**config.mk**
```make
export PLATFORM = sky130hd
export DESIGN_NAME = ps2_key_event_ctrl
export DESIGN_NICKNAME = d
export VERILOG_FILES = /design/src/rtl/ps2_key_event_ctrl.sv
export SDC_FILE = /design/constraint.sdc
export NUM_CORES = 1
export LEC_CHECK = 0
export BUFFER_PORTS_ARGS = -buffer_cell sky130_fd_sc_hd__buf_2
export CORE_MARGIN = 3
export CORE_UTILIZATION = 50
export CTS_CLUSTER_SIZE = 40
export DETAILED_ROUTE_END_ITERATION = 8
export PLACE_DENSITY = 0.75
export SLEW_MARGIN = 20
export SYNTH_ARGS = -nofsm -noshare
export SYNTH_HDL_FRONTEND = slang
export SYNTH_SLANG_ARGS = --single-unit
```
**constraint.sdc**
```tcl
create_clock -name clk_50mhz -period 3.97 [get_ports clk_50mhz]
set_input_delay 0.794 -clock clk_50mhz [delete_from_list [all_inputs] [get_ports clk_50mhz]]
set_output_delay 0.794 -clock clk_50mhz [all_outputs]
set_load 0.005 [all_outputs]
```
**src/rtl/ps2_key_event_ctrl.sv**
```systemverilog
// PS/2 scan-code sequencer: folds E0/F0 prefixes into key events, filters typematic repeats,
// and queues the events in a small FIFO behind a valid/ready interface.
module ps2_key_event_ctrl #(
    parameter int DEPTH           = 4,
    parameter int TIMEOUT_CYCLES  = 100000,
    parameter bit SUPPRESS_REPEAT = 1'b1
) (
    input  logic                     clk_50mhz,
    input  logic                     reset,
    input  logic [7:0]               byte_in,
    input  logic                     byte_valid,
    input  logic                     ev_ready,
    input  logic                     overflow_clr,
    output logic                     ev_valid,
    output logic [7:0]               ev_code,
    output logic                     ev_ext,
    output logic                     ev_break,
    output logic [$clog2(DEPTH):0]   fifo_count,
    output logic                     overflow,
    output logic [7:0]               last_make
);

    localparam int AW = $clog2(DEPTH);
    localparam int CW = AW + 1;
    localparam int TW = $clog2(TIMEOUT_CYCLES + 1);

    typedef enum logic [1:0] {S_IDLE, S_EXT, S_BRK, S_EXTBRK} state_t;

    typedef struct packed {
        logic [7:0] code;
        logic       ext;
        logic       brk;
    } ev_t;

    state_t          state_q, state_d;
    logic [TW-1:0]   tmo_q, tmo_d;
    ev_t             mem_q [DEPTH];
    logic [AW-1:0]   wr_q, rd_q;
    logic [CW-1:0]   cnt_q, cnt_d;
    logic            ovf_q;
    logic [7:0]      held_code_q;
    logic            held_ext_q;
    logic            held_vld_q;
    logic [7:0]      last_make_q;

    logic            emit;
    ev_t             emit_ev;
    logic            is_noise;
    logic            timeout;
    logic            held_match;
    logic            push;
    logic            push_ok;
    logic            pop;
    logic            drop;
    ev_t             head;

    always_comb begin
        state_d  = state_q;
        emit     = 1'b0;
        emit_ev  = '{code: byte_in, ext: 1'b0, brk: 1'b0};
        is_noise = byte_in inside {8'h00, 8'hFF, 8'hAA, 8'hFA, 8'hEE, 8'hFE};
        timeout  = !byte_valid && (state_q != S_IDLE) && (tmo_q == TW'(TIMEOUT_CYCLES - 1));

        if (byte_valid) begin
            case (state_q)
                S_IDLE: begin
                    if (byte_in == 8'hE0)      state_d = S_EXT;
                    else if (byte_in == 8'hF0) state_d = S_BRK;
                    else if (!is_noise)        emit = 1'b1;
                end
                S_EXT: begin
                    if (byte_in == 8'hF0) begin
                        state_d = S_EXTBRK;
                    end else if (byte_in != 8'hE0) begin
                        emit        = 1'b1;
                        emit_ev.ext = 1'b1;
                        state_d     = S_IDLE;
                    end
                end
                S_BRK: begin
                    if (byte_in != 8'hE0 && byte_in != 8'hF0) begin
                        emit        = 1'b1;
                        emit_ev.brk = 1'b1;
                        state_d     = S_IDLE;
                    end
                end
                default: begin
                    if (byte_in != 8'hE0 && byte_in != 8'hF0) begin
                        emit        = 1'b1;
                        emit_ev.ext = 1'b1;
                        emit_ev.brk = 1'b1;
                        state_d     = S_IDLE;
                    end
                end
            endcase
        end else if (timeout) begin
            state_d = S_IDLE;
        end

        tmo_d = (byte_valid || state_q == S_IDLE || timeout) ? '0 : tmo_q + 1'b1;

        // Only makes are filtered; breaks always reach the consumer.
        held_match = held_vld_q && (held_code_q == emit_ev.code) && (held_ext_q == emit_ev.ext);
        push       = emit && !(!emit_ev.brk && SUPPRESS_REPEAT && held_match);

        pop     = ev_valid && ev_ready;
        push_ok = push && ((cnt_q != CW'(DEPTH)) || pop);
        drop    = push && !push_ok;

        case ({push_ok, pop})
            2'b10:   cnt_d = cnt_q + 1'b1;
            2'b01:   cnt_d = cnt_q - 1'b1;
            default: cnt_d = cnt_q;
        endcase
    end

    always_ff @(posedge clk_50mhz) begin
        if (reset) begin
            state_q     <= S_IDLE;
            tmo_q       <= '0;
            wr_q        <= '0;
            rd_q        <= '0;
            cnt_q       <= '0;
            ovf_q       <= 1'b0;
            held_code_q <= 8'h00;
            held_ext_q  <= 1'b0;
            held_vld_q  <= 1'b0;
            last_make_q <= 8'h00;
            for (int i = 0; i < DEPTH; i++) mem_q[i] <= '0;
        end else begin
            state_q <= state_d;
            tmo_q   <= tmo_d;
            cnt_q   <= cnt_d;
            if (push_ok) begin
                mem_q[wr_q] <= emit_ev;
                wr_q        <= wr_q + 1'b1;
            end
            if (pop) rd_q <= rd_q + 1'b1;

            if (drop)              ovf_q <= 1'b1;
            else if (overflow_clr) ovf_q <= 1'b0;

            // Held-key tracking follows every accepted make, even one lost to a full FIFO.
            if (push && !emit_ev.brk) begin
                held_code_q <= emit_ev.code;
                held_ext_q  <= emit_ev.ext;
                held_vld_q  <= 1'b1;
                last_make_q <= emit_ev.code;
            end else if (push && emit_ev.brk && held_match) begin
                held_vld_q  <= 1'b0;
            end
        end
    end

    assign head       = mem_q[rd_q];
    assign ev_valid   = (cnt_q != '0);
    assign ev_code    = ev_valid ? head.code : 8'h00;
    assign ev_ext     = ev_valid && head.ext;
    assign ev_break   = ev_valid && head.brk;
    assign fifo_count = cnt_q;
    assign overflow   = ovf_q;
    assign last_make  = last_make_q;

endmodule

```
# ---- After elaboration in Yosys (flattened, before gate mapping)
# Memory sizes are Yosys's and may differ from the RTL's. A register that Yosys moved wholly into a read port is not among the register bits.
# Index checks and enable logic that the tools add are counted.
dict set report word_totals {
  out_inout_bits 23
  ramBits 40
  ff_bits 37
  mem_count 1
  input_bits 13
  elab_cells 107
}
# memory words width rd rd_ports_with_merged_regs write_ports line
set memory_table {}
lappend memory_table {mem_q 4 10 1 1 4 37} ;# ev_t mem_q [DEPTH];
dict set report classes {
  mux 36
  add_sub_neg 5
  n_reduce_logical 36
  eq_ne 20
}
# operator count
set ops {}
lappend ops {{$eq 8x8->1 const B} 7}
lappend ops {{$mux 2} 12}
lappend ops {{$add 17x1->17 const B} 1}
lappend ops {{$eq 17x17->1 const B} 1}
lappend ops {{$mux 1} 17}
lappend ops {{$ne 8x8->1 const B} 2}
lappend ops {{$logic_and 1x1->1} 15}
lappend ops {{$mux 10} 1}
lappend ops {{$reduce_bool 2->1} 5}
lappend ops {{$reduce_or 10->1} 1}
lappend ops {{$eq 8x8->1} 1}
lappend ops {{$logic_not 8->1} 1}
lappend ops {{$mux 8} 1}
lappend ops {{$ne 4x4->1 const B} 2}
lappend ops {{$pmux 1 s2} 3}
lappend ops {{$pmux 3 s2} 1}
lappend ops {{$reduce_bool 6->1} 1}
lappend ops {{$reduce_or 2->1} 3}
lappend ops {{$add 2x1->2 const B} 2}
lappend ops {{$eq 2x1->1 const B} 2}
lappend ops {{$eq 2x2->1 const B} 2}
lappend ops {{$logic_not 1->1} 4}
lappend ops {{$ne 4x1->1 const B} 1}
lappend ops {{$pmux 2 s2} 1}
lappend ops {{8 further kinds} 10}

# ---- Logic depth before layout (Yosys ltp)
dict set report logic_depth {
  depth_word 16
  mapped_depth 11
  depth_no_buf 10
}

# ---- Worst setup path after synthesis
# No wires, ideal clock.
dict set report synth_timing {
  path_type {in2reg}
  startpoint {in byte_in[1]}
  endpoint {mem mem_q[0][0] in the netlist's numbering (enable)}
  setup_ns 0.393
  arrival_time_ns 3.182
  n_path_buf 2
  setup_slack_ns 0.395
  t_required_ns 3.577
  path_stages 8
  path_cell_list {buf_2 > or4_4 > nor2_8 > a2111oi_2 > o21a_2 > or3_1 > buf_6 > o31ai_1}
}
# item line
set synth_lines {}
lappend synth_lines {{from (decl)} 10} ;# input logic [7:0] byte_in,
lappend synth_lines {{to (decl)} 37}

# ---- Worst setup path after layout
dict set report layout_timing {
  startpoint {in byte_in[0]}
  endpoint {reg cnt_q[2] (netlist: fifo_count[2])}
}
dict set report layout_via {
  elab_chain_cells 13
}
# item line
set layout_rtl {}
lappend layout_rtl {{$ne 8x8->1 (on tied branches)} {74, 81, 88}}
lappend layout_rtl {{$mux 1 / $logic_and 1x1->1 (equally long branches)} {74, 81, 88}}
lappend layout_rtl {{$mux 1 / $mux 2 (equally long branches)} {72, 88}}
lappend layout_rtl {{$pmux 1 s2} 65} ;# case (state_q)
lappend layout_rtl {{$mux 2} 64} ;# if (byte_valid) begin
lappend layout_rtl {{$eq 1x1->1} 103} ;# held_match = held_vld_q && (held_code_q == emit_ev.code) && (held_ext_q == emit_ev.ext);
lappend layout_rtl {{$logic_and 1x1->1} 103}
lappend layout_rtl {{$logic_and 1x1->1} 104} ;# push = emit && !(!emit_ev.brk && SUPPRESS_REPEAT && held_match);
lappend layout_rtl {{$logic_not 1->1} 104}
lappend layout_rtl {{$logic_and 1x1->1 (*)} 104}
lappend layout_rtl {{$logic_and 1x1->1 (*)} 107} ;# push_ok = push && ((cnt_q != CW'(DEPTH)) || pop);
lappend layout_rtl {{$eq 2x1->1 / $eq 2x2->1 (equally long branches)} 110} ;# case ({push_ok, pop})
lappend layout_rtl {{$pmux 3 s2 / $reduce_bool 2->1 (equally long branches)} -}
lappend layout_rtl {{to (signal assigned)} 133} ;# cnt_q <= cnt_d;
lappend layout_rtl {{to (decl)} 39} ;# logic [CW-1:0] cnt_q, cnt_d;
# Every way passes the cells marked *; elsewhere a longest branch is shown, timed or not.
# A chain may end at the register's enable or synchronous reset.

==> out/metrics.cfg <==
[drt]
post_drt_wl_per_cell_um=15.75
postRouteAntennaNets=0
routed_wirelength_um=7496
drt_iter0_drc=163
viasPerCell=5.395
drcViolationCount=0
firstDrtPassIters=4
via_count=2568

[worst_hold_path]
hp-class=reg2reg
hp-start=tmo_q[0]
whs_path_depth=1
min_to=tmo_q[0]

[clocking]
root_buffer=clkbuf_8
cts.hold.buffers_added=0
clock_sinks=79
ctsResizeCount=0
h-tree-depth=3
post_cts_buffers=0
clockBufferDepth=2
cts_buffers=9
clk_pin_slew_ps=80
clk_latency_ps=350
cts_tree=yes

[critical_path]
ff2ff_setup_slack_ps=1150
crit_type=in2reg
cp_num_buf_inv=2
cp-end-kind=flip-flop
r2r_cells=10
arrival_ps=3420
startpoint_type=primary input
crit_family=simple AND/OR/NAND/NOR gates
crit_slowest_cell=or4_4
path_cells=buf_2, or4_4, nor2_8, and2b_4, o311ai_2, o21a_1, inv_1, fa_1, nor3_1, a22oi_1, mux2_1
r2r-end=fifo_count[2]
critPathMaxStageDelay_ps=590
crit_fanout=9
cp.required_ps=4210
r2r-start=last_make[1]

[synthesis]
syn-num-nets=350
ys_warn_count=0
dominantRegCellSynth=edfxtp_1
syn_inst=335
ys_ff_latch=79
synth_enable_flop_cells=40
synth.cells.most_frequent=45 x nor2_1, 40 x edfxtp_1, 39 x dfxtp_1, 35 x and2_1, 18 x nand2_1
synth-seq-area-share_pct=52.33
ys_types=55
yosys.area.top_type=edfxtp_1
synth_area_leaders=edfxtp_1 32%, dfxtp_1 21%, mux4_2 5.9%
synth_most_common_cell=nor2_1
synth_area_sq_um=3787
async_flop_share_pct=0
syn_avg_cell_area_sq_um=11.31
synth_top_area_share_pct=31.71

[floorplan]
start_util_pct=51.94
ios=36
core_area_sq_um=7292
die_x_um=93.04
die_y_um=93.04
rows=31
fp.dieArea_sq_um=8656

[cells_and_area]
fin_nets=387
multi_input_area_sq_um=1667
nFillCells=657
drive_gt1_share_pct=22.81
register_area_sq_um=1982
post-route-util_pct=58.61
syn_to_final_growth_pct=12.85
antenna_cells=0

[sta]
slew_headroom_pct=52.97
maxSlewViolCount=0
max_freq_ghz=0.3143
hold_viol=0
finClkSkew_ps=8.788
setup-tns-final_ps=0
rsz0062_at_grt=no
finalCritPeriodShare_pct=80.16
setup_viol_count_final=0
worst_slack_ps=787.8
worst_pin_slew_ps=704.5
layout_min_cycle_time_ps=3182

[pwr]
vdd_drop_max_mv=0.2320
p_leak_uw=0.001676
power.density_nw_per_um2=454.6

[grt]
grt.overflow.total=0
grtUsageMet3_pct=4.907
antenna_found_initial=0
track_usage_pct=18.85
met1_usage_pct=22.09
globalRoute.busiestLayer=met2
grt_pass1_vias=2542
grt_max_degree=26
met2_usage_pct=33.41
grt_first_pass_wirelength_um=12520

[status]
outcome=finished, final reports clean

[placement]
place_congestion=0.8162
place_ws_ps=413.6
dp_hpwl_um=5316
port_buffers=35

[flow_run]
cap_violations=0

## layout make-up
| cell class | count | area share [%] |
|---|---|---|
| sequential | 79 | 46.37 |
| clock inverter | 6 | 2.196 |
| inverter | 6 | 0.5269 |
| tap | 99 | 2.898 |
| clock buffer | 10 | 2.986 |
| multi-input combinational | 230 | 38.99 |
| timing repair buffer | 46 | 6.030 |
## worst reg2reg max path, cell delays in order, from the launching register on
cell and delay (ps):
dfxtp_1 350, xor2_1 170, a2111o_1 390, a2111oi_2 270
o21a_2 250, o21a_1 210, inv_1 80, fa_1 380
nor3_1 190, a22oi_1 100, mux2_1 310
## registers in the layout, summed over array words and instances (netlist names), named ones only
signal and cells:
tmo_q 17, last_make 8, overflow 1, held_vld_q 1
fifo_count 3, mem_q 40, wr_q 2, held_ext_q 1
state_q 2, rd_q 2
## metal layers
| layer | vias to the layer above | part of all wire (%) |
|---|---|---|
| li1 | 1260 | - |
| met4 | 0 | 1.4 |
| met3 | 10 | 4.8 |
| met2 | 55 | 52 |
| met1 | 1243 | 42 |
| met5 | - | 0 |
## cells in the final DEF (no fill, tap or decap), types with 3 or more instances in the layout
master and instances:
dfxtp_1 39, buf_4 11, edfxtp_1 40, xnor2_1 12
buf_2 35, o21ai_0 4, mux2i_1 9, clkbuf_8 9
nand3_1 9, nand4_1 3, nor2_1 45, nor3_1 8
nor2b_1 3, and3_1 12, o31ai_1 3, inv_1 6
a21oi_1 3, xor2_1 15, mux4_2 10, nor4_1 4
and2_1 35, nand2_1 18
## per-stage QoR
| stage | std cells | total power, uW | cell area, sq um | hold WS (ps) |
|---|---|---|---|---|
| 2_1_floorplan | 335 | 1201 | 3787 | 430.2 |
| 3_3_place_gp | 460 | 1303 | 4053 | 447.0 |
| 3_5_place_dp | 460 | 1313 | 4053 | 466.5 |
| 4_1_cts | 476 | 1968 | 4274 | 486.8 |
| 5_1_grt | 476 | 2037 | 4274 | 514.7 |
| 6_report | 476 | 1943 | 4274 | 483.8 |
## report_power, final
group	internal (uW)	switching, uW	leakage [uW]
sequential	918	56.1	0.000737
combinational	163	148	0.000833
clock	359	300	0.000107
total	1440	504	0.00168
## worst max-delay path by stage
stage	endpoint	slack [ps]	start	cells past startpoint
global placement	fifo_count[2]	480	byte_in[0]	11
detailed placement	fifo_count[2]	410	byte_in[0]	11
global route	fifo_count[2]	690	byte_in[0]	11
floorplan	mem_q[0][0]	390	byte_in[1]	8
CTS	fifo_count[2]	790	byte_in[0]	11
finish	fifo_count[2]	790	byte_in[0]	11
## kinds of logic after synthesis
logic type / count (synthesis) / synth area share [%]
compound gates: 24 / 5.021
buf+inv: 26 / 3.799
xor+xnor: 27 / 6.244
fa+ha+maj: 2 / 0.8589
mux: 20 / 8.623
simple gates: 157 / 23.13
flops: 79 / 52.33
No activity file was read; power rests on OpenSTA's default activity.
